==> src/rtl/keypad_pkg.sv <==
// rtl/keypad_pkg.sv - shared types, keymap and snapshot classifier for the keypad scanner
package keypad_pkg;

    typedef enum logic [1:0] {
        IDLE,
        PRESS_PEND,
        HELD,
        RELEASE_PEND
    } state_t;

    typedef enum logic [1:0] {
        CLS_NONE,
        CLS_KEY,
        CLS_MULTI
    } snap_cls_t;

    typedef struct packed {
        snap_cls_t  cls;
        logic [3:0] idx;
    } snap_info_t;

    // Snapshot bit index (col*4 + row) -> hex code; entry 0 is the lowest nibble.
    localparam logic [15:0][3:0] KEYMAP = 64'hDCBA_E963_F852_0741;

    // Counts pressed bits and reports the index of the (last) pressed one.
    function automatic snap_info_t classify(input logic [15:0] snap);
        snap_info_t info;
        int         n;
        info.idx = 4'h0;
        n        = 0;
        for (int i = 0; i < 16; i++) begin
            if (snap[i]) begin
                n        = n + 1;
                info.idx = i[3:0];
            end
        end
        if (n == 0)      info.cls = CLS_NONE;
        else if (n == 1) info.cls = CLS_KEY;
        else             info.cls = CLS_MULTI;
        return info;
    endfunction

endpackage

==> src/rtl/keypad_scanner_if.sv <==
// rtl/keypad_scanner_if.sv - keypad pins, clear input and event/operand outputs
interface keypad_scanner_if;
    logic [3:0]  row;
    logic        clear;
    logic [3:0]  col;
    logic        key_valid;
    logic [3:0]  key_code;
    logic        key_held;
    logic [15:0] operand;
    logic [2:0]  digit_count;

    modport master (
        input  row, clear,
        output col, key_valid, key_code, key_held, operand, digit_count
    );

    modport slave (
        output row, clear,
        input  col, key_valid, key_code, key_held, operand, digit_count
    );
endinterface

==> src/rtl/keypad_col_scan.sv <==
// rtl/keypad_col_scan.sv - column drive, row synchronizer and whole-keypad snapshot
module keypad_col_scan #(
    parameter int CLKS_PER_COL = 100000
) (
    input  logic        i_clk,
    input  logic        i_rst_n,
    input  logic [3:0]  i_row,
    output logic [3:0]  o_col,
    output logic [15:0] o_snapshot,
    output logic        o_scan_done
);
    localparam int DW_W = $clog2(CLKS_PER_COL);
    localparam logic [DW_W-1:0] DWELL_LAST = DW_W'(CLKS_PER_COL - 1);

    logic [DW_W-1:0] r_dwell;
    logic [1:0]      r_col_idx;
    logic [3:0]      r_col_n;
    logic [3:0]      r_sync1;
    logic [3:0]      r_sync2;
    logic [15:0]     r_snap;
    logic            r_scan_done;

    // Dwell/column sequencing, 2-flop row sync, and capture of pressed rows (active-high) at end of dwell
    always_ff @(posedge i_clk or negedge i_rst_n) begin
        if (!i_rst_n) begin
            r_dwell     <= '0;
            r_col_idx   <= 2'd0;
            r_col_n     <= 4'b1110;
            r_sync1     <= 4'hF;
            r_sync2     <= 4'hF;
            r_snap      <= 16'h0000;
            r_scan_done <= 1'b0;
        end else begin
            r_sync1     <= i_row;
            r_sync2     <= r_sync1;
            r_scan_done <= 1'b0;
            if (r_dwell == DWELL_LAST) begin
                r_dwell                       <= '0;
                r_col_idx                     <= r_col_idx + 2'd1;
                r_col_n                       <= {r_col_n[2:0], r_col_n[3]};
                r_snap[{r_col_idx, 2'b00} +: 4] <= ~r_sync2;
                if (r_col_idx == 2'd3) begin
                    r_scan_done <= 1'b1;
                end
            end else begin
                r_dwell <= r_dwell + 1'b1;
            end
        end
    end

    assign o_col       = r_col_n;
    assign o_snapshot  = r_snap;
    assign o_scan_done = r_scan_done;
endmodule

==> src/rtl/keypad_scanner.sv <==
// rtl/keypad_scanner.sv - 4x4 keypad scanner with press/release debounce and operand shift register
module keypad_scanner
    import keypad_pkg::*;
#(
    parameter int CLKS_PER_COL   = 100000,
    parameter int DEBOUNCE_SCANS = 4
) (
    input  logic             i_clk,
    input  logic             i_rst_n,
    keypad_scanner_if.master kp
);
    localparam int CNT_W = $clog2(DEBOUNCE_SCANS + 1);
    localparam logic [CNT_W-1:0] DB_CNT = CNT_W'(DEBOUNCE_SCANS);
    localparam bit DB_ONE = (DEBOUNCE_SCANS == 1);

    logic [3:0]       w_col;
    logic [15:0]      w_snapshot;
    logic             w_scan_done;
    snap_info_t       w_info;

    state_t           r_state;
    logic [CNT_W-1:0] r_cnt;
    logic [3:0]       r_pend_idx;
    logic             r_key_valid;
    logic [3:0]       r_key_code;
    logic             r_key_held;
    logic [15:0]      r_operand;
    logic [2:0]       r_digit_count;

    state_t           w_next_state;
    logic [CNT_W-1:0] w_next_cnt;
    logic [3:0]       w_next_idx;
    logic             w_accept;
    logic [CNT_W-1:0] w_cnt_inc;
    logic [3:0]       w_new_code;

    keypad_col_scan #(.CLKS_PER_COL(CLKS_PER_COL)) u_col_scan (
        .i_clk       (i_clk),
        .i_rst_n     (i_rst_n),
        .i_row       (kp.row),
        .o_col       (w_col),
        .o_snapshot  (w_snapshot),
        .o_scan_done (w_scan_done)
    );

    assign w_info     = classify(w_snapshot);
    assign w_cnt_inc  = r_cnt + 1'b1;
    assign w_new_code = KEYMAP[w_next_idx];

    // Debounce next-state: only a completed scan can move the FSM; no rollover while held
    always_comb begin
        w_next_state = r_state;
        w_next_cnt   = r_cnt;
        w_next_idx   = r_pend_idx;
        w_accept     = 1'b0;
        if (w_scan_done) begin
            case (r_state)
                IDLE: begin
                    if (w_info.cls == CLS_KEY) begin
                        w_next_idx = w_info.idx;
                        if (DB_ONE) begin
                            w_next_state = HELD;
                            w_accept     = 1'b1;
                        end else begin
                            w_next_state = PRESS_PEND;
                            w_next_cnt   = CNT_W'(1);
                        end
                    end
                end
                PRESS_PEND: begin
                    if (w_info.cls == CLS_KEY && w_info.idx == r_pend_idx) begin
                        if (w_cnt_inc == DB_CNT) begin
                            w_next_state = HELD;
                            w_accept     = 1'b1;
                        end else begin
                            w_next_cnt = w_cnt_inc;
                        end
                    end else begin
                        w_next_state = IDLE;
                    end
                end
                HELD: begin
                    if (w_info.cls == CLS_NONE) begin
                        if (DB_ONE) begin
                            w_next_state = IDLE;
                        end else begin
                            w_next_state = RELEASE_PEND;
                            w_next_cnt   = CNT_W'(1);
                        end
                    end
                end
                RELEASE_PEND: begin
                    if (w_info.cls == CLS_NONE) begin
                        if (w_cnt_inc == DB_CNT) begin
                            w_next_state = IDLE;
                        end else begin
                            w_next_cnt = w_cnt_inc;
                        end
                    end else begin
                        w_next_state = HELD;
                    end
                end
                default: w_next_state = IDLE;
            endcase
        end
    end

    // FSM state, pending key and registered event outputs
    always_ff @(posedge i_clk or negedge i_rst_n) begin
        if (!i_rst_n) begin
            r_state     <= IDLE;
            r_cnt       <= '0;
            r_pend_idx  <= 4'h0;
            r_key_valid <= 1'b0;
            r_key_code  <= 4'h0;
            r_key_held  <= 1'b0;
        end else begin
            r_state     <= w_next_state;
            r_cnt       <= w_next_cnt;
            r_pend_idx  <= w_next_idx;
            r_key_valid <= w_accept;
            r_key_held  <= (w_next_state == HELD) || (w_next_state == RELEASE_PEND);
            if (w_accept) begin
                r_key_code <= w_new_code;
            end
        end
    end

    // Operand shift register; a Clear coinciding with an accepted key keeps only that key
    always_ff @(posedge i_clk or negedge i_rst_n) begin
        if (!i_rst_n) begin
            r_operand     <= 16'h0000;
            r_digit_count <= 3'd0;
        end else if (kp.clear && w_accept) begin
            r_operand     <= {12'h000, w_new_code};
            r_digit_count <= 3'd1;
        end else if (kp.clear) begin
            r_operand     <= 16'h0000;
            r_digit_count <= 3'd0;
        end else if (w_accept) begin
            r_operand     <= {r_operand[11:0], w_new_code};
            r_digit_count <= (r_digit_count == 3'd4) ? 3'd4 : r_digit_count + 3'd1;
        end
    end

    assign kp.col         = w_col;
    assign kp.key_valid   = r_key_valid;
    assign kp.key_code    = r_key_code;
    assign kp.key_held    = r_key_held;
    assign kp.operand     = r_operand;
    assign kp.digit_count = r_digit_count;
endmodule
==> src/flat_wrapper.sv <==
// flat-port wrapper written by rule: the top's interface ports become plain ports
module keypad_scanner_flat import keypad_pkg::*;
#(
    parameter int CLKS_PER_COL   = 100000,
    parameter int DEBOUNCE_SCANS = 4
)
  (i_clk, i_rst_n, kp_row, kp_clear, kp_col, kp_key_valid, kp_key_code, kp_key_held, kp_operand, kp_digit_count);
  keypad_scanner_if kp_i ();
  input  logic i_clk;
  input  logic i_rst_n;
  input wire logic [$bits(kp_i.row)-1:0] kp_row;
  input wire logic [$bits(kp_i.clear)-1:0] kp_clear;
  output wire logic [$bits(kp_i.col)-1:0] kp_col;
  output wire logic [$bits(kp_i.key_valid)-1:0] kp_key_valid;
  output wire logic [$bits(kp_i.key_code)-1:0] kp_key_code;
  output wire logic [$bits(kp_i.key_held)-1:0] kp_key_held;
  output wire logic [$bits(kp_i.operand)-1:0] kp_operand;
  output wire logic [$bits(kp_i.digit_count)-1:0] kp_digit_count;
  assign kp_i.row = kp_row;
  assign kp_i.clear = kp_clear;
  assign kp_col = kp_i.col;
  assign kp_key_valid = kp_i.key_valid;
  assign kp_key_code = kp_i.key_code;
  assign kp_key_held = kp_i.key_held;
  assign kp_operand = kp_i.operand;
  assign kp_digit_count = kp_i.digit_count;
  keypad_scanner #(.CLKS_PER_COL(CLKS_PER_COL), .DEBOUNCE_SCANS(DEBOUNCE_SCANS)) u_core (.i_clk(i_clk), .i_rst_n(i_rst_n), .kp(kp_i));
endmodule
==> config.mk <==
export PLATFORM = sky130hd
export DESIGN_NAME = keypad_scanner_flat
export DESIGN_NICKNAME = d
export VERILOG_FILES = /design/src/rtl/keypad_pkg.sv /design/src/rtl/keypad_scanner_if.sv /design/src/rtl/keypad_col_scan.sv /design/src/rtl/keypad_scanner.sv /design/src/flat_wrapper.sv
export SDC_FILE = /design/constraint.sdc
export NUM_CORES = 1
export LEC_CHECK = 0
export ABC_CLOCK_PERIOD_IN_PS = 13120
export BUFFER_PORTS_ARGS = -buffer_cell sky130_fd_sc_hd__buf_2
export CORE_ASPECT_RATIO = 0.75
export CORE_MARGIN = 2
export CORE_UTILIZATION = 55
export DETAILED_ROUTE_END_ITERATION = 6
export PLACE_DENSITY_LB_ADDON = 0.08
export SETUP_SLACK_MARGIN = 0.15
export SYNTH_ARGS = -nofsm -noshare
export SYNTH_HDL_FRONTEND = slang
export SYNTH_SLANG_ARGS = --single-unit
==> constraint.sdc <==
create_clock -name i_clk -period 13.12 [get_ports i_clk]
set_clock_uncertainty 0.1 [all_clocks]
set_input_delay 2.624 -clock i_clk [delete_from_list [all_inputs] [get_ports i_clk]]
set_output_delay 2.624 -clock i_clk [all_outputs]
set_load 0.05 [all_outputs]
==> results of run 1 <==
[power groups by stage]
| stage | clock, W | combinational (W) | sequential [W] |
|---|---|---|---|
| final | 0.000243 | 0.00000652 | 0.000256 |
| after floorplan | 0 | 0.000000889 | 0.000260 |
| after CTS | 0.000251 | 0.00000697 | 0.000256 |
| after detailed placement | 0 | 0.00000704 | 0.000261 |
| after global placement | 0 | 0.00000685 | 0.000261 |
| after global routing | 0.000261 | 0.00000803 | 0.000256 |
[worst register-to-register path: cells and delay by family (launching register included)]
kind	cells	cell delay [ns]
adder cells (fa/ha/maj)	15	4.57
AO/OA/AOI/OAI	15	2.44
multiplexers	7	1.86
AND/OR/NAND/NOR	10	1.52
flip-flops	1	0.37
XOR/XNOR	1	0.34
buffers and inverters	3	0.17
[registers in the layout, summed over array words and instances (netlist names), 2 cells and up]
register,flops
u_core.r_state,2
u_core.kp.operand,16
u_core.u_col_scan.r_sync2,4
u_core.u_col_scan.r_sync1,4
u_core.u_col_scan.o_col,4
u_core.u_col_scan.r_col_idx,2
u_core.u_col_scan.r_dwell,17
u_core.kp.key_code,4
u_core.r_cnt,3
u_core.r_pend_idx,4
u_core.kp.digit_count,3
u_core.u_col_scan.o_snapshot,16
[cell families (layout without fill, tap and decap cells)]
logic type                 after synthesis  in the layout  share of synthesized area [%]
muxes                                   33             33                           5.97
AOI/OAI and AO/OA                      114            114                           14.7
buffers and inverters                   58             82                           4.49
xor gates and xnor gates                68             68                           13.4
and+or+nand+nor                        219            219                           19.6
adders and majority gates               28             28                           6.03
DFF                                     82             82                           35.8
[area by class of cell]
type | count | area share (%)
clock buffers | 12 | 4.27
repair buffers | 35 | 2.83
clock inverters | 4 | 0.519
well taps | 136 | 2.71
flip-flops and latches | 82 | 32.9
multi-input cells | 462 | 54.9
inverters | 31 | 1.86
[stage by stage]
| step | total power [W] | cells | instance area, sq um | worst slack, ns |
|---|---|---|---|---|
| floorplan | 0.000261 | 602 | 5770 | 2.77 |
| global placement | 0.000268 | 746 | 5970 | 2.15 |
| detailed placement | 0.000268 | 746 | 5970 | 1.68 |
| CTS | 0.000515 | 762 | 6270 | 1.67 |
| global route | 0.000526 | 762 | 6270 | 0.875 |
| finish | 0.000506 | 762 | 6270 | 1.63 |
[cells in the final DEF, fill, tap and decap left out, types with 17 or more instances in the layout]
master	synthesis	layout
inv_1	30	30
mux2i_1	22	22
o21ai_0	17	17
nor2_1	56	56
buf_2	3	34
xnor2_1	36	36
ha_1	27	27
o31ai_1	21	21
nand2_1	66	66
a21oi_1	17	17
nand3_1	20	20
xor2_1	18	18
dfrtp_1	71	71
[routing by layer]
layer,vias up,GRT usage (%),wire [um]
li1,2177,-,-
met1,2058,32.6,5930
met2,76,30.3,4680
met3,2,4.62,412
met4,0,3.74,27
met5,-,0,0
[cell usage after synthesis (all sizes together), types with 17 or more instances]
| library cell | n | area share (%) |
|---|---|---|
| a21oi | 17 | 1.5 |
| clkbuf | 17 | 1.1 |
| dfrtp | 71 | 31 |
| ha | 27 | 5.9 |
| inv | 30 | 2.0 |
| mux2i | 22 | 3.8 |
| nand2 | 67 | 4.4 |
| nand3 | 22 | 2.1 |
| nor2 | 57 | 3.8 |
| o21ai | 23 | 2.1 |
| o31ai | 21 | 2.7 |
| xnor2 | 39 | 6.5 |
| xor2 | 20 | 3.3 |
[final timing paths]
path / slack [ns] / to / start / depth (start not counted)
worst max-delay path: 1.63 / u_core.kp.operand[1]$_DFFE_PN0P_ / u_core.u_col_scan.o_snapshot[0]$_DFFE_PN0P_ / 51
worst min-delay path: 0.25 / u_core.u_col_scan.r_sync2[2]$_DFF_PN1_ / u_core.u_col_scan.r_sync1[2]$_DFF_PN1_ / 0
min in group asynchronous: 2.35 / u_core.kp.digit_count[2]$_DFFE_PN0P_ / i_rst_n / 1
worst max register to register: 1.63 / u_core.kp.operand[1]$_DFFE_PN0P_ / u_core.u_col_scan.o_snapshot[0]$_DFFE_PN0P_ / 51
worst min register to register: 0.25 / u_core.u_col_scan.r_sync2[2]$_DFF_PN1_ / u_core.u_col_scan.r_sync1[2]$_DFF_PN1_ / 0
max in group asynchronous: 9.92 / u_core.kp.key_valid$_DFF_PN0_ / i_rst_n / 1
==> results.md, run 1 <==
- Required @ worst endpoint: 13.22 ns
- Residual DRC: 0
- Area Overhead vs Synth: 8.77%
- TritonRoute pass-1 iters: 4
- Clock buffer depth: 2
- WL final: 11000 um
- Status: finished clean
- CORE AREA: 0.0102 sq mm
- Cell repeated most along the worst path: ha_1
- Max cap viols: 0
- Largest net degree at the start of global routing: 83
- CTS tree: yes
- GR Util All Layers: 21.0%
- Hpwl dp: 8180 um
- Vias per cell: 5.66
- Fin crit period: 11.49 ns
- Kind of end point of the critical path: flip-flop
- Cell variety after synth: 84
- Register area: 0.00207 sq mm
- Via count of the first global-routing pass: 4061
- FMAX: 0.0871 GHz
- Vias: 4313
- TNS Setup: 0 ns
- Int Pwr: 0.000402 W
- Share of power burned in registers: 50.7%
- Routed WL per cell: 14.5 um
- Fill count: 896
- Starting Density: 56.3%
- Cell Rows: 32
- Synthesized flop and latch total: 82
- Hold/Removal Path Class: reg2reg
- Worst path max stage delay: 0.51 ns
- Initial antenna violation count: 0
- Area of the multi-input gates: 0.00344 sq mm
- Synthesized area: 0.00577 sq mm
- Relative slew margins: 33.8%
- CP Max Fanout: 13
- Die Wd: 122 um
- Fin util: 61.2%
- Top delay family on crit path: adder cells
- Post-synthesis async set-or-reset flop share: 100%
- Final period utilization: 87.5%
- N_diodes: 0
- CP Buf/Inv Count: 3
- Worst hold margin: 0.255 ns
- DR iter-0 viols: 297
- Critical path class: reg2reg
- Switch Pwr: 0.000104 W
- Worst slew pin tran: 0.993 ns
- Commonest register cell after synthesis: dfrtp_1
- VDD IR max: 85.5 uV
- # resized after CTS: 0
- RSZ-0062 raised after global routing: no
- Synthesis Warnings: 0
- EDFF count, synth: 0
- WP data arrival: 11.59 ns
- Post-DRT Antenna Nets: 0
- Grt total ovfl: 0
- Syn Nets: 636
- Switching part of the total power: 20.6%
- Comb power frac: 1.3%
- Clock Pin Slew Worst Setup and Hold Paths: 0.06 ns
- Root Buffer Master: clkbuf_16
- Die area: 0.0113 sq mm
- Leak Pwr: 2.97 nW
- CTS sink cnt: 82
- First-pass GRT wire length: 19300 um
- Setup Buffers After CTS: 0
- CTS buffer count: 9
- Post-layout nets: 655
- H-tree depth: 3
- Hold buffer count at cts: 0
- RD Place Congestion: 0.832
- Die H: 92.7 um
- Post-synthesis area per instance: 9.58 sq um
- Clock share of power: 48.0%
- Register area share after synthesis: 35.8%
- Worst-Skew Late Latency: 0.33 ns
- I/O Pins: 36
- Share of cells above drive strength 1: 16.8%
- Startpoint class of the critical path: flip-flop
- Critical Path Slowest Stage Cell: nor3_4
- Synth Instances: 602
- PortBufs: 35
- Max Slew Vio Count: 0
- Pwr/cell area: 80.6 mW/mm^2
- Final hold vios: 0
- Setup violations, final: 0
Note: power is estimated with default switching activity, not from simulation.
==> run 2: changes to the inputs <==
Settings changed: ABC_AREA set to 1.
==> run 2 against run 1 <==
- clock-buffer cell count shrank 1
- hold slack about the same
- register-to-register slack better by 2.2 ns
- non-clock buffer count is the same
- cell count rose by 32%
- die area grew 2.5%
- combinational power up 13%
- sequential power hardly changed
- critical endpoint is now u_core.kp.operand[2]$_DFFE_PN0P_
- highest routed layer unchanged
==> results.md, run 2 <==
- Status: finished clean
- Most frequent cells in the layout: nand2_1, inv_1, nand3_1
- Cell Rows: 32
- Yosys top cell area share: 30.0%
- CTS sink cnt: 82
- GR Util All Layers: 22.7%
- Worst-Skew Late Latency: 0.34 ns
- Clock share of power: 50.0%
- Cell variety after synth: 46
- Syn Nets: 863
- WP depth: 62
- Required @ worst endpoint: 13.29 ns
- Critical path class: reg2reg
- Share of power burned in registers: 48.6%
- Fin crit period: 9.32 ns
- First-pass GRT wire length: 21400 um
- Kind of end point of the critical path: flip-flop
- Initial antenna violation count: 0
- WHS Endpoint: u_core.u_col_scan.r_sync2[3]$_DFF_PN1_
- Die Wd: 124 um
- Root Buffer Master: clkbuf_16
- Grt total ovfl: 0
- Hpwl dp: 9470 um
- Setup violations, final: 0
- DR iter-0 viols: 321
- Fin util: 63.0%
- Synth Instances: 829
- TNS Setup: 0 ns
- Main area contributors after synthesis: dfrtp_1, nand2_1, inv_1
- Reg-to-reg startpoint: u_core.u_col_scan.o_snapshot[0]$_DFFE_PN0P_
- CTS tree: yes
- WP data arrival: 9.49 ns
- Pwr/cell area: 80.5 mW/mm^2
- Vias: 5280
- Hold/Removal Path Class: reg2reg
- Share of cells above drive strength 1: 19.0%
- RD Place Congestion: 0.831
- CTS buffer count: 9
- N_diodes: 0
- Clock buffer depth: 2
- Routed WL per cell: 12.1 um
- Startpoint class of the critical path: flip-flop
- Top delay family on crit path: adder cells
- DP Area: 0.00622 sq mm
- RSZ-0062 raised after global routing: no
- Int Pwr: 0.000423 W
- Max reg flops: 17
- Synthesized area: 0.00592 sq mm
- Most common cell after layout, fill and taps aside: nand2_1
- Setup Buffers After CTS: 0
- Largest area contributor in the netlist: dfrtp_1
- Hold buffer count at cts: 0
- Switching part of the total power: 19.6%
- Post-Layout Inst Area: 0.00654 sq mm
- Vias per cell: 5.23
- Relative slew margins: 31.4%
- Setup WS post-layout: 3.80 ns
- Post-DRT Antenna Nets: 0
- H-tree depth: 3
- FMAX: 0.107 GHz
- Critical Path Slowest Stage Cell: dfrtp_1
- Post-layout nets: 902
- FF-to-FF End: u_core.kp.operand[2]$_DFFE_PN0P_
- Switch Pwr: 0.000103 W
- CORE AREA: 0.0104 sq mm
- Residual DRC: 0
- Worst slew pin tran: 1.03 ns
- Via count of the first global-routing pass: 4878
- Most frequent cells after synthesis: nand2_1, inv_1, nand3_1
- Commonest register cell after synthesis: dfrtp_1
- Register area share after synthesis: 34.9%
- Largest Register: u_core.u_col_scan.r_dwell
- Count leader, synth: nand2_1
- Largest net degree at the start of global routing: 83
- PortBufs: 35
- Final hold vios: 0
- R2R depth: 62
- EDFF count, synth: 0
- Cell repeated most along the worst path: nand2_1
- Max cap viols: 0
- Reg2reg setup slack: 3.80 ns
- Starting Density: 57.1%
- CP Buf/Inv Count: 8
- Worst path max stage delay: 0.37 ns
- Pre-CTS WS: 3.85 ns
- TritonRoute pass-1 iters: 5
- Die H: 93.8 um
- Fill count: 943
- Die area: 0.0116 sq mm
- Critical hold path startpoint: u_core.u_col_scan.r_sync1[3]$_DFF_PN1_
- Post-synthesis area per instance: 7.14 sq um
- CP Max Fanout: 6
- WHS Path Cells: 0
- Max Slew Vio Count: 0
- VDD IR max: 93.0 uV
- Area Overhead vs Synth: 10.4%
- Leak Pwr: 3.50 nW
- Synthesis Warnings: 0
- Final period utilization: 71.0%
- Clock Pin Slew Worst Setup and Hold Paths: 0.05 ns
- I/O Pins: 36
- Synthesized flop and latch total: 82
- Post-synthesis async set-or-reset flop share: 100%
- # resized after CTS: 0
- Comb power frac: 1.4%
- WL final: 12300 um
==> run 2: changes by cell type after synthesis, moves of 14 or more <==
cell      before  now
clkbuf_1      17    3
nand2_1       66  234
xnor2_1       36    2
nand3_2        2   25
o31ai_1       21    4
mux2i_1       22    1
inv_1         30  124
nand3_1       20   76
nand2_2        1   40
==> run 2: cells by family after synthesis <==
family	Yosys count	synth area share [%]
AO/OA/AOI/OAI	69	7.25
XOR/XNOR	9	1.33
adder cells (fa/ha/maj)	27	5.71
buffers and inverters	145	9.62
flip-flops	82	34.9
multiplexers	1	0.169
AND/OR/NAND/NOR	496	41.0
==> run 2: area by class of cell <==
class	instances	area [sq um]	share of cell area, %
clock inverter	5	78.8	1.21
tap	136	170	2.60
clock buffer	11	233	3.56
inverter	138	526	8.04
sequential	82	2070	31.6
timing repair buffer	35	178	2.72
multi-input combinational	602	3280	50.3
==> run 2: per-stage QoR <==
| stage | hold WS [ns] | total power [W] | std cells |
|---|---|---|---|
| after floorplan | 0.245 | 0.000262 | 829 |
| after global placement | 0.247 | 0.000268 | 993 |
| after detailed placement | 0.247 | 0.000268 | 993 |
| after CTS | 0.255 | 0.000532 | 1009 |
| after global routing | 0.260 | 0.000542 | 1009 |
| final | 0.255 | 0.000526 | 1009 |
==> run 2: metal layers <==
layer	GRT usage [%]	wire, um	up-vias
met4	6.06	137	0
met5	0	0	-
met1	32.5	6270	2436
met3	4.61	517	18
met2	35.0	5330	93
li1	-	-	2733
==> run 2: worst max-delay path by stage <==
| stage | startpoint | end | slack, ns |
|---|---|---|---|
| 2_1_floorplan | u_core.u_col_scan.o_snapshot[0]$_DFFE_PN0P_ | u_core.kp.operand[1]$_DFFE_PN0P_ | 4.64 |
| 3_3_place_gp | u_core.u_col_scan.o_snapshot[0]$_DFFE_PN0P_ | u_core.kp.operand[1]$_DFFE_PN0P_ | 4.26 |
| 3_5_place_dp | u_core.u_col_scan.o_snapshot[0]$_DFFE_PN0P_ | u_core.kp.operand[1]$_DFFE_PN0P_ | 3.85 |
| 4_1_cts | u_core.u_col_scan.o_snapshot[0]$_DFFE_PN0P_ | u_core.kp.operand[2]$_DFFE_PN0P_ | 3.77 |
| 5_1_grt | u_core.u_col_scan.o_snapshot[0]$_DFFE_PN0P_ | u_core.kp.operand[1]$_DFFE_PN0P_ | 2.91 |
| 6_report | u_core.u_col_scan.o_snapshot[0]$_DFFE_PN0P_ | u_core.kp.operand[2]$_DFFE_PN0P_ | 3.80 |
==> run 2: power by group through the flow <==
| stage | clock network (W) | registers [W] | logic [W] |
|---|---|---|---|
| global placement | 0 | 0.000260 | 0.00000741 |
| floorplan | 0 | 0.000260 | 0.00000161 |
| global route | 0.000278 | 0.000256 | 0.00000873 |
| detailed placement | 0 | 0.000260 | 0.00000767 |
| finish | 0.000263 | 0.000256 | 0.00000736 |
| CTS | 0.000268 | 0.000256 | 0.00000768 |
